### src/rtl/ula_contention.sv
// ula_contention: frame-timing and contention generator for the CPU clock path.
// Runs on the 28 MHz clock. It derives the 7 MHz pixel enable, the ZX-style
// horizontal and vertical counters and the frame interrupt. It is also the
// source end of the contention interface into the system clock block.
//
// Ports:
//   clk_28           28 MHz clock (the only clock)
//   reset_n          synchronous active-low reset
//   timing_128       1 = 128K timing, 0 = 48K timing (latched at frame wrap)
//   cpu_speed        CPU speed select; only 2'b00 (3.5 MHz) is contended
//   contention_en    global contention enable
//   contended_access current CPU access targets contended memory/IO
//   ce_7             single-cycle 7 MHz enable
//   hc, vc           pixel-clock horizontal counter, line counter
//   cpu_clk_lsb      3.5 MHz phase bit (hc[0])
//   cpu_contend      hold the contended CPU clock
//   int_n            frame interrupt, active low
module ula_contention #(
  parameter int unsigned LINES_48      = 312,
  parameter int unsigned LINES_128     = 311,
  parameter int unsigned CONT_LINE_48  = 64,
  parameter int unsigned CONT_LINE_128 = 63
) (
  input  logic       clk_28,
  input  logic       reset_n,
  input  logic       timing_128,
  input  logic [1:0] cpu_speed,
  input  logic       contention_en,
  input  logic       contended_access,
  output logic       ce_7,
  output logic [8:0] hc,
  output logic [8:0] vc,
  output logic       cpu_clk_lsb,
  output logic       cpu_contend,
  output logic       int_n
);

  localparam logic [8:0] HMAX_48    = 9'd447;
  localparam logic [8:0] HMAX_128   = 9'd455;
  localparam logic [8:0] VMAX_48    = 9'(LINES_48 - 1);
  localparam logic [8:0] VMAX_128   = 9'(LINES_128 - 1);
  localparam logic [9:0] WIN_LO_48  = 10'(CONT_LINE_48);
  localparam logic [9:0] WIN_HI_48  = 10'(CONT_LINE_48 + 191);
  localparam logic [9:0] WIN_LO_128 = 10'(CONT_LINE_128);
  localparam logic [9:0] WIN_HI_128 = 10'(CONT_LINE_128 + 191);
  localparam logic [7:0] INT_T_48   = 8'd32;
  localparam logic [7:0] INT_T_128  = 8'd36;

  logic [1:0] div_q, div_d;
  logic       ce_7_q, ce_7_d;
  logic [8:0] hc_q, hc_d;
  logic [8:0] vc_q, vc_d;
  logic       mode_q, mode_d;
  logic       cpu_clk_lsb_q, cpu_clk_lsb_d;
  logic       cpu_contend_q, cpu_contend_d;
  logic       int_n_q, int_n_d;

  logic [8:0] hmax, vmax;
  logic       line_end, frame_end;
  logic [7:0] tc_d;
  logic [9:0] win_lo, win_hi;
  logic       win;

  // Prescaler: ce_7 is registered so it is high while div_q == 3.
  always_comb begin
    div_d  = div_q + 2'd1;
    ce_7_d = (div_q == 2'd2);
  end

  // Counter next state. Using >= gives the defensive wrap for free when a
  // counter is found beyond its range.
  always_comb begin
    hmax      = mode_q ? HMAX_128 : HMAX_48;
    vmax      = mode_q ? VMAX_128 : VMAX_48;
    line_end  = (hc_q >= hmax);
    frame_end = line_end && (vc_q >= vmax);
    hc_d      = hc_q;
    vc_d      = vc_q;
    mode_d    = mode_q;
    if (ce_7_q) begin
      if (line_end) begin
        hc_d = 9'd0;
        vc_d = (vc_q >= vmax) ? 9'd0 : vc_q + 9'd1;
      end else begin
        hc_d = hc_q + 9'd1;
        if (vc_q > vmax) vc_d = 9'd0;
      end
      if (frame_end) mode_d = timing_128;
    end
  end

  // Output next state, evaluated on the post-update counters and mode.
  always_comb begin
    tc_d   = hc_d[8:1];
    win_lo = mode_d ? WIN_LO_128 : WIN_LO_48;
    win_hi = mode_d ? WIN_HI_128 : WIN_HI_48;
    win    = ({1'b0, vc_d} >= win_lo) && ({1'b0, vc_d} <= win_hi) &&
             !tc_d[7] && (tc_d[2:0] < 3'd6);
    cpu_clk_lsb_d = cpu_clk_lsb_q;
    cpu_contend_d = cpu_contend_q;
    int_n_d       = int_n_q;
    if (ce_7_q) begin
      cpu_clk_lsb_d = hc_d[0];
      cpu_contend_d = win && contended_access && (cpu_speed == 2'b00) &&
                      contention_en;
      int_n_d       = !((vc_d == 9'd0) &&
                        (tc_d < (mode_d ? INT_T_128 : INT_T_48)));
    end
  end

  // State registers with synchronous reset.
  always_ff @(posedge clk_28) begin
    if (!reset_n) begin
      div_q         <= 2'd0;
      ce_7_q        <= 1'b0;
      hc_q          <= 9'd0;
      vc_q          <= 9'd0;
      mode_q        <= timing_128;
      cpu_clk_lsb_q <= 1'b0;
      cpu_contend_q <= 1'b0;
      int_n_q       <= 1'b1;
    end else begin
      div_q         <= div_d;
      ce_7_q        <= ce_7_d;
      hc_q          <= hc_d;
      vc_q          <= vc_d;
      mode_q        <= mode_d;
      cpu_clk_lsb_q <= cpu_clk_lsb_d;
      cpu_contend_q <= cpu_contend_d;
      int_n_q       <= int_n_d;
    end
  end

  assign ce_7        = ce_7_q;
  assign hc          = hc_q;
  assign vc          = vc_q;
  assign cpu_clk_lsb = cpu_clk_lsb_q;
  assign cpu_contend = cpu_contend_q;
  assign int_n       = int_n_q;

endmodule

### config.mk
export PLATFORM = sky130hd
export DESIGN_NAME = ula_contention
export DESIGN_NICKNAME = d
export VERILOG_FILES = /design/src/rtl/ula_contention.sv
export SDC_FILE = /design/constraint.sdc
export NUM_CORES = 1
export LEC_CHECK = 0
export CAP_MARGIN = 20
export CORE_MARGIN = 8
export CORE_UTILIZATION = 52
export CTS_BUF_LIST = sky130_fd_sc_hd__clkbuf_16
export DETAILED_ROUTE_END_ITERATION = 8
export PLACE_DENSITY = 0.83
export SYNTH_ARGS = -nofsm -noshare
export SYNTH_HDL_FRONTEND = slang
export SYNTH_SLANG_ARGS = --single-unit
### constraint.sdc
create_clock -name clk_28 -period 3.8 [get_ports clk_28]
set_input_delay 0.76 -clock clk_28 [delete_from_list [all_inputs] [get_ports clk_28]]
set_output_delay 0.76 -clock clk_28 [all_outputs]
set_load 0.02 [all_outputs]
Word level (Yosys, flattened, before mapping)
Index checks and enable logic that the tools add are counted.

storage, ports and cells
  bits in latches = 0
  register bits after elaboration = 25
  logic and storage cells = 45
  output and inout bits = 22
  input bits = 7
  memories = 0
  bits in read-only memories = 0
  bits in writable memories = 0

cells by class
  eq/ne operators = 1
  magnitude comparators = 7
  reduce and logical (&&, ||, !) cells = 12
  divide/modulo/power cells = 0
  add/sub/neg operators = 3
  $mul = 0
  shift operators = 0
  bitwise logic cells = 0
  muxes and demuxes = 14

operators by type and width
  cell                                                            count
  9-bit two-way mux                                               6
  9-bit by 1-bit adder with 9-bit output (second input constant)  2
  9-bit greater-or-equal comparator                               2
  7-bit two-way mux                                               2
  9-bit by 7-bit greater-or-equal comparator with 1-bit output    1
  9-bit > comparator                                              1
  9-bit by 8-bit <= comparator with 1-bit output                  1
  9-bit logical NOT                                               1
  1-bit logical AND                                               8
  8-bit by 6-bit < comparator with 1-bit output                   1
  1-bit two-way mux                                               5
  3-bit < comparator (second input constant)                      1
  3-bit two-way mux                                               1
  2-bit by 1-bit adder with 2-bit output (second input constant)  1
  2-bit == test (second input constant)                           1
  1-bit logical NOT                                               2
  2-bit logical NOT                                               1

Logic depth before layout (Yosys ltp)
Gate-level depths: netlist of the first run.

  depth in word-level cells = 13
  depth in mapped cells = 17
  mapped depth without buffers = 17

Least setup slack after synthesis of the first run
Ideal clock, no wire load.

  path type = flip-flop to flip-flop
  from = reg hc_q[3], in the netlist hc[3]
  to = reg cpu_contend_q, in the netlist cpu_contend
  cell stages (with the launch flop) = 16
  data required time = 3.680 ns
  arrival time = 3.301 ns
  slack = 0.379 ns
  setup time = 0.120 ns
  period minus slack after synthesis = 3.421 ns
  path buffers = 0
  cells stage by stage = dfxtp_1 ha_1 o21a_1 o2111ai_1 o21ai_1 a31oi_1 inv_1 ha_1 nand2b_1 a21o_1 a21o_1 a21oi_1 o21ai_0 o21ai_0 o21ai_0 o31a_1

on the way
  longest elaborated chain between the ends = 12
  elaborated cells between the ends (all ways) = 21
  those cells by class = add/sub (1); order compare (4); mux (8); reduce/logical (8)

ends and longest elaborated chain
  item                                                                                                                            line    source
  start: declaration                                                                                                              51      logic [8:0] hc_q, hc_d;
  start signal: assignment                                                                                                        116     hc_q <= 9'd0;
  start signal: assignment                                                                                                        125     hc_q <= hc_d;
  9-bit greater-or-equal comparator                                                                                               75      line_end = (hc_q >= hmax);
  1-bit logical AND                                                                                                               76      frame_end = line_end && (vc_q >= vmax);
  1-bit two-way mux                                                                                                               88      if (frame_end) mode_d = timing_128;
  1-bit two-way mux                                                                                                               80      if (ce_7_q) begin
  7-bit two-way mux or 1-bit two-way mux (tied branches)                                                                          95, 96
  9-bit by 7-bit greater-or-equal comparator with 1-bit output or 9-bit by 8-bit <= comparator with 1-bit output (tied branches)  97      win = ({1'b0, vc_d} >= win_lo) && ({1'b0, vc_d} <= win_hi) &&
  1-bit logical AND (2 in series)                                                                                                 97
  1-bit logical AND *                                                                                                             98      !tc_d[7] && (tc_d[2:0] < 3'd6);
  1-bit logical AND * (3 in series)                                                                                               104     cpu_contend_d = win && contended_access && (cpu_speed == 2'b00) &&
  end signal: assignment                                                                                                          129     cpu_contend_q <= cpu_contend_d;
  end: declaration                                                                                                                55      logic cpu_contend_q, cpu_contend_d;

Mark *: on every way between the ends. The rest lies on a longest branch, timed or not.
A chain may end at the register's enable or synchronous reset.

Worst setup path in the final report of the first run
Ends and elaborated chain as after synthesis.

==> results of run 1 <==
==> Yosys cell counts (2+ instances only) <==
cell	instances	share of area [%]
a21o_1	5	2.3
nand3_1	13	4.0
dfxtp_1	25	30
o21a_1	3	1.4
o21ai_0	12	3.7
nand2b_1	3	1.1
and3_1	7	2.7
a21oi_1	11	3.4
clkbuf_1	3	0.69
ha_1	16	12
nor2_1	18	4.1
nor3_1	6	1.8
o2bb2ai_1	2	1.1
o21ai_1	4	1.2
inv_1	8	1.8
nand4_1	2	0.76
xnor2_1	4	2.1
xor2_1	4	2.1
and2_1	7	2.7
a31oi_1	3	1.1
or3_1	2	0.76
nand2_1	15	3.4
==> power by group through the flow <==
stage / combinational (mW) / clock [mW] / sequential, mW
2_1_floorplan: 0.0336 / 0 / 0.280
3_3_place_gp: 0.0577 / 0 / 0.278
3_5_place_dp: 0.0588 / 0 / 0.278
4_1_cts: 0.0592 / 0.235 / 0.272
5_1_grt: 0.0676 / 0.245 / 0.273
6_report: 0.0590 / 0.230 / 0.272
==> flip-flops by register name, summed over array words and instances, names as in the netlist <==
signal and count:
vc 9, cpu_clk_lsb 1, hc 9, int_n 1, ce_7 1, div_q 2, cpu_contend 1, mode_q 1
==> worst min-delay path by stage <==
stage	start	endpoint	slack, ns	depth (start not counted)
finish	div_q[0]	div_q[0]	0.42	1
global route	div_q[0]	div_q[0]	0.45	1
CTS	div_q[0]	div_q[0]	0.42	1
detailed placement	div_q[0]	div_q[0]	0.41	1
global placement	div_q[0]	div_q[0]	0.40	1
floorplan	div_q[0]	div_q[0]	0.39	1
==> metal layers <==
| layer | up-vias | wire length (um) |
|---|---|---|
| li1 | 796 | - |
| met1 | 747 | 1780 |
| met2 | 43 | 2070 |
| met3 | 7 | 252 |
| met4 | 0 | 70 |
| met5 | - | 0 |
==> layout make-up <==
| type | instances | area (sq um) |
|---|---|---|
| clock inverters | 1 | 3.75 |
| flip-flops and latches | 25 | 500 |
| repair buffers | 30 | 295 |
| clock buffers | 3 | 75.1 |
| inverters | 9 | 33.8 |
| multi-input cells | 163 | 1090 |
| fillers | 241 | 971 |
| well taps | 44 | 55.1 |
==> cell families after synthesis <==
| group | after synthesis | synth area share, % |
|---|---|---|
| buffers and inverters | 13 | 3.05 |
| multiplexers | 1 | 0.609 |
| XOR/XNOR | 8 | 4.26 |
| AND/OR/NAND/NOR | 83 | 26.3 |
| AO/OA/AOI/OAI | 55 | 23.2 |
| adder cells (fa/ha/maj) | 16 | 12.2 |
| flip-flops | 25 | 30.5 |
==> through the flow <==
stage               util [%]  power, mW  setup slack, ns  hold slack [ns]  cells
floorplan                  -      0.314            0.379            0.393    201
global placement        65.3      0.336            0.454            0.402    271
detailed placement      65.3      0.337            0.359            0.414    271
CTS                     67.9      0.567            0.311            0.423    275
global route            67.9      0.586           0.0179            0.452    275
finish                  67.9      0.561            0.385            0.417    275
==> timing repair <==
item	CTS	global route
setup buffers	0	0
resized for setup	0	1
endpoints found under the setup margin	0	1
endpoints found under the hold margin	0	0
==> worst max-delay path, delay by kind of cell, from the launching register on <==
family	cells	cell delay, ns
fa+ha+maj	2	0.61
compound gates	13	2.11
simple gates	1	0.14
flops	1	0.46
==> summary.txt, run 1 <==
Clock tree
  – Clk sink count: 25
  – Max Root-Sink Buffers: 2
  – Latest clock arrival within the worst-skew pair: 0.26 ns
  – CTS tree: yes
  – Num CTS Buffers: 3
  – CTS root buf: clkbuf_16
  – H-tree levels: 1
  – Cts-stage hold buffer count: 0
  – Clock transition at path regs: 0.06 ns

Detailed routing
  – DR pass1 iterations: 4
  – WL final: 4180 um
  – DRC violations left: 0
  – Via Count: 1,593
  – Iter 0 DRT Violations: 100
  – Via density: 5.79
  – Post-DR wirelength/cell: 15.2 um
  – ANT nets after route: 0

Floorplan
  – Core area: 0.00303 sq mm
  – Die height: 72.2 um
  – Starting Density: 54.3%
  – Full die area: 0.00521 sq mm
  – # rows: 20
  – Die W: 72.2 um
  – # IOs: 29

Layout
  – Commonest non-fill, non-tap cell in the layout: clkdlybuf4s50_1
  – Fraction of layout cells with a size suffix above 1: 6.49%
  – Post-route cell area: 0.00206 sq mm
  – Antenna cells: 0
  – Most frequent cells in the layout: clkdlybuf4s50_1 (28), dfxtp_1 (25), nor2_1 (18)
  – Synth-to-layout area growth: 25.2%
  – NumNets Final: 255

Synth
  – Sequential-to-total area share from yosys stat: 30.5%
  – Asr flop ratio synth: 0%
  – Post-synthesis register bit count: 25
  – Post-synth top flop: dfxtp_1
  – Post-synth EDFFs: 0
  – Yosys warns: 0
  – Syn Inst Count: 201
  – Post-Syn Area: 0.00164 sq mm
  – Syn nets: 224
  – Mean Syn Cell Area: 8.17 sq um
  – Post-synth cell types: 50

STA
  – Final setup fails: 0
  – Clock period minus worst slack: 3.41 ns
  – Final worst-path cycle share: 89.9%
  – Setup Skew: 0.00254 ns
  – Slew Limit Fails: 0
  – Worst-margin pin slew: 0.624 ns
  – Max-slew headroom: 57.9%
  – RSZ-0062 raised after global routing: no
  – F_max: 0.293 GHz
  – Setup TNS: 0 ns
  – Final hold viol count: 0

Global route
  – Grt ovf: 0
  – Initial antenna violation count: 0
  – Met2 Use GR: 27.7%
  – Met1 Resource Use GR: 20.9%
  – GRT Overall Usage: 16.8%
  – Largest net degree at the start of global routing: 14
  – Most Used Layer, Global Route: met2
  – Number of global-route vias before repair: 1,527
  – First-pass GRT wire length: 7180 um
  – Met3 Track Usage GR: 2.75%

Power
  – Maximum vdd drop: 0.159 mV
  – P_leak: 0.827 nW
  – NetSw: 0.125 mW
  – P per Cell Area: 273 mW/mm^2
  – Sw Ratio: 22.3%
  – Sequential share of power: 48.5%
  – Pint: 0.436 mW
  – Clock power share: 41.0%
  – Comb pwr share: 10.5%

Critical path
  – Crit path DAT: 3.57 ns
  – CP Launch Type: register
  – Critical Path RT: 3.95 ns
  – R2R Setup Slk: 0.39 ns
  – Crit-path slowest cell: dfxtp_1
  – R2r endpoint: cpu_contend
  – Crit path launch: hc[3]
  – CP max FO: 7
  – Reg-to-reg startpoint: hc[3]
  – Critical path type: register to register
  – Most numerous cell on the critical path: o21ai_0
  – Critical Path Max Stage Delay: 0.46 ns
  – CP endpoint kind: register
  – Worst-path cell chain: ha_1 -> o21a_1 -> o2111ai_1 -> o21a_2 -> a31oi_1 -> o21ai_0 -> o21ai_0 -> ha_1 -> nand2b_1 -> a21o_1 -> a21o_1 -> a21oi_1 -> o21ai_0 -> o21ai_0 -> o21ai_0 -> o31a_1
  – Worst Reg-to-Reg Cells: 16
  – CP endpoint: cpu_contend

Hold path
  – Hold Path Class: register to register

Placement
  – Routability cong.: 0.854
  – Hpwl dp: 3050 um
  – PortBufs: 28
  – DP Area: 0.00198 sq mm

Run
  – Total of max-cap violations: 0

Run status
  – Status: finished clean
No activity file was read; power rests on OpenSTA's default activity.
==> run 2: changes to the inputs <==
--- a/config.mk
+++ b/config.mk
@@ -11,6 +11,7 @@
 export CTS_BUF_LIST = sky130_fd_sc_hd__clkbuf_16
 export DETAILED_ROUTE_END_ITERATION = 8
 export PLACE_DENSITY = 0.83
+export SLEW_MARGIN = 10
 export SYNTH_ARGS = -nofsm -noshare
 export SYNTH_HDL_FRONTEND = slang
 export SYNTH_SLANG_ARGS = --single-unit
==> results of run 2 <==
The final DEF is identical to that of run 1; final timing and power are the same.
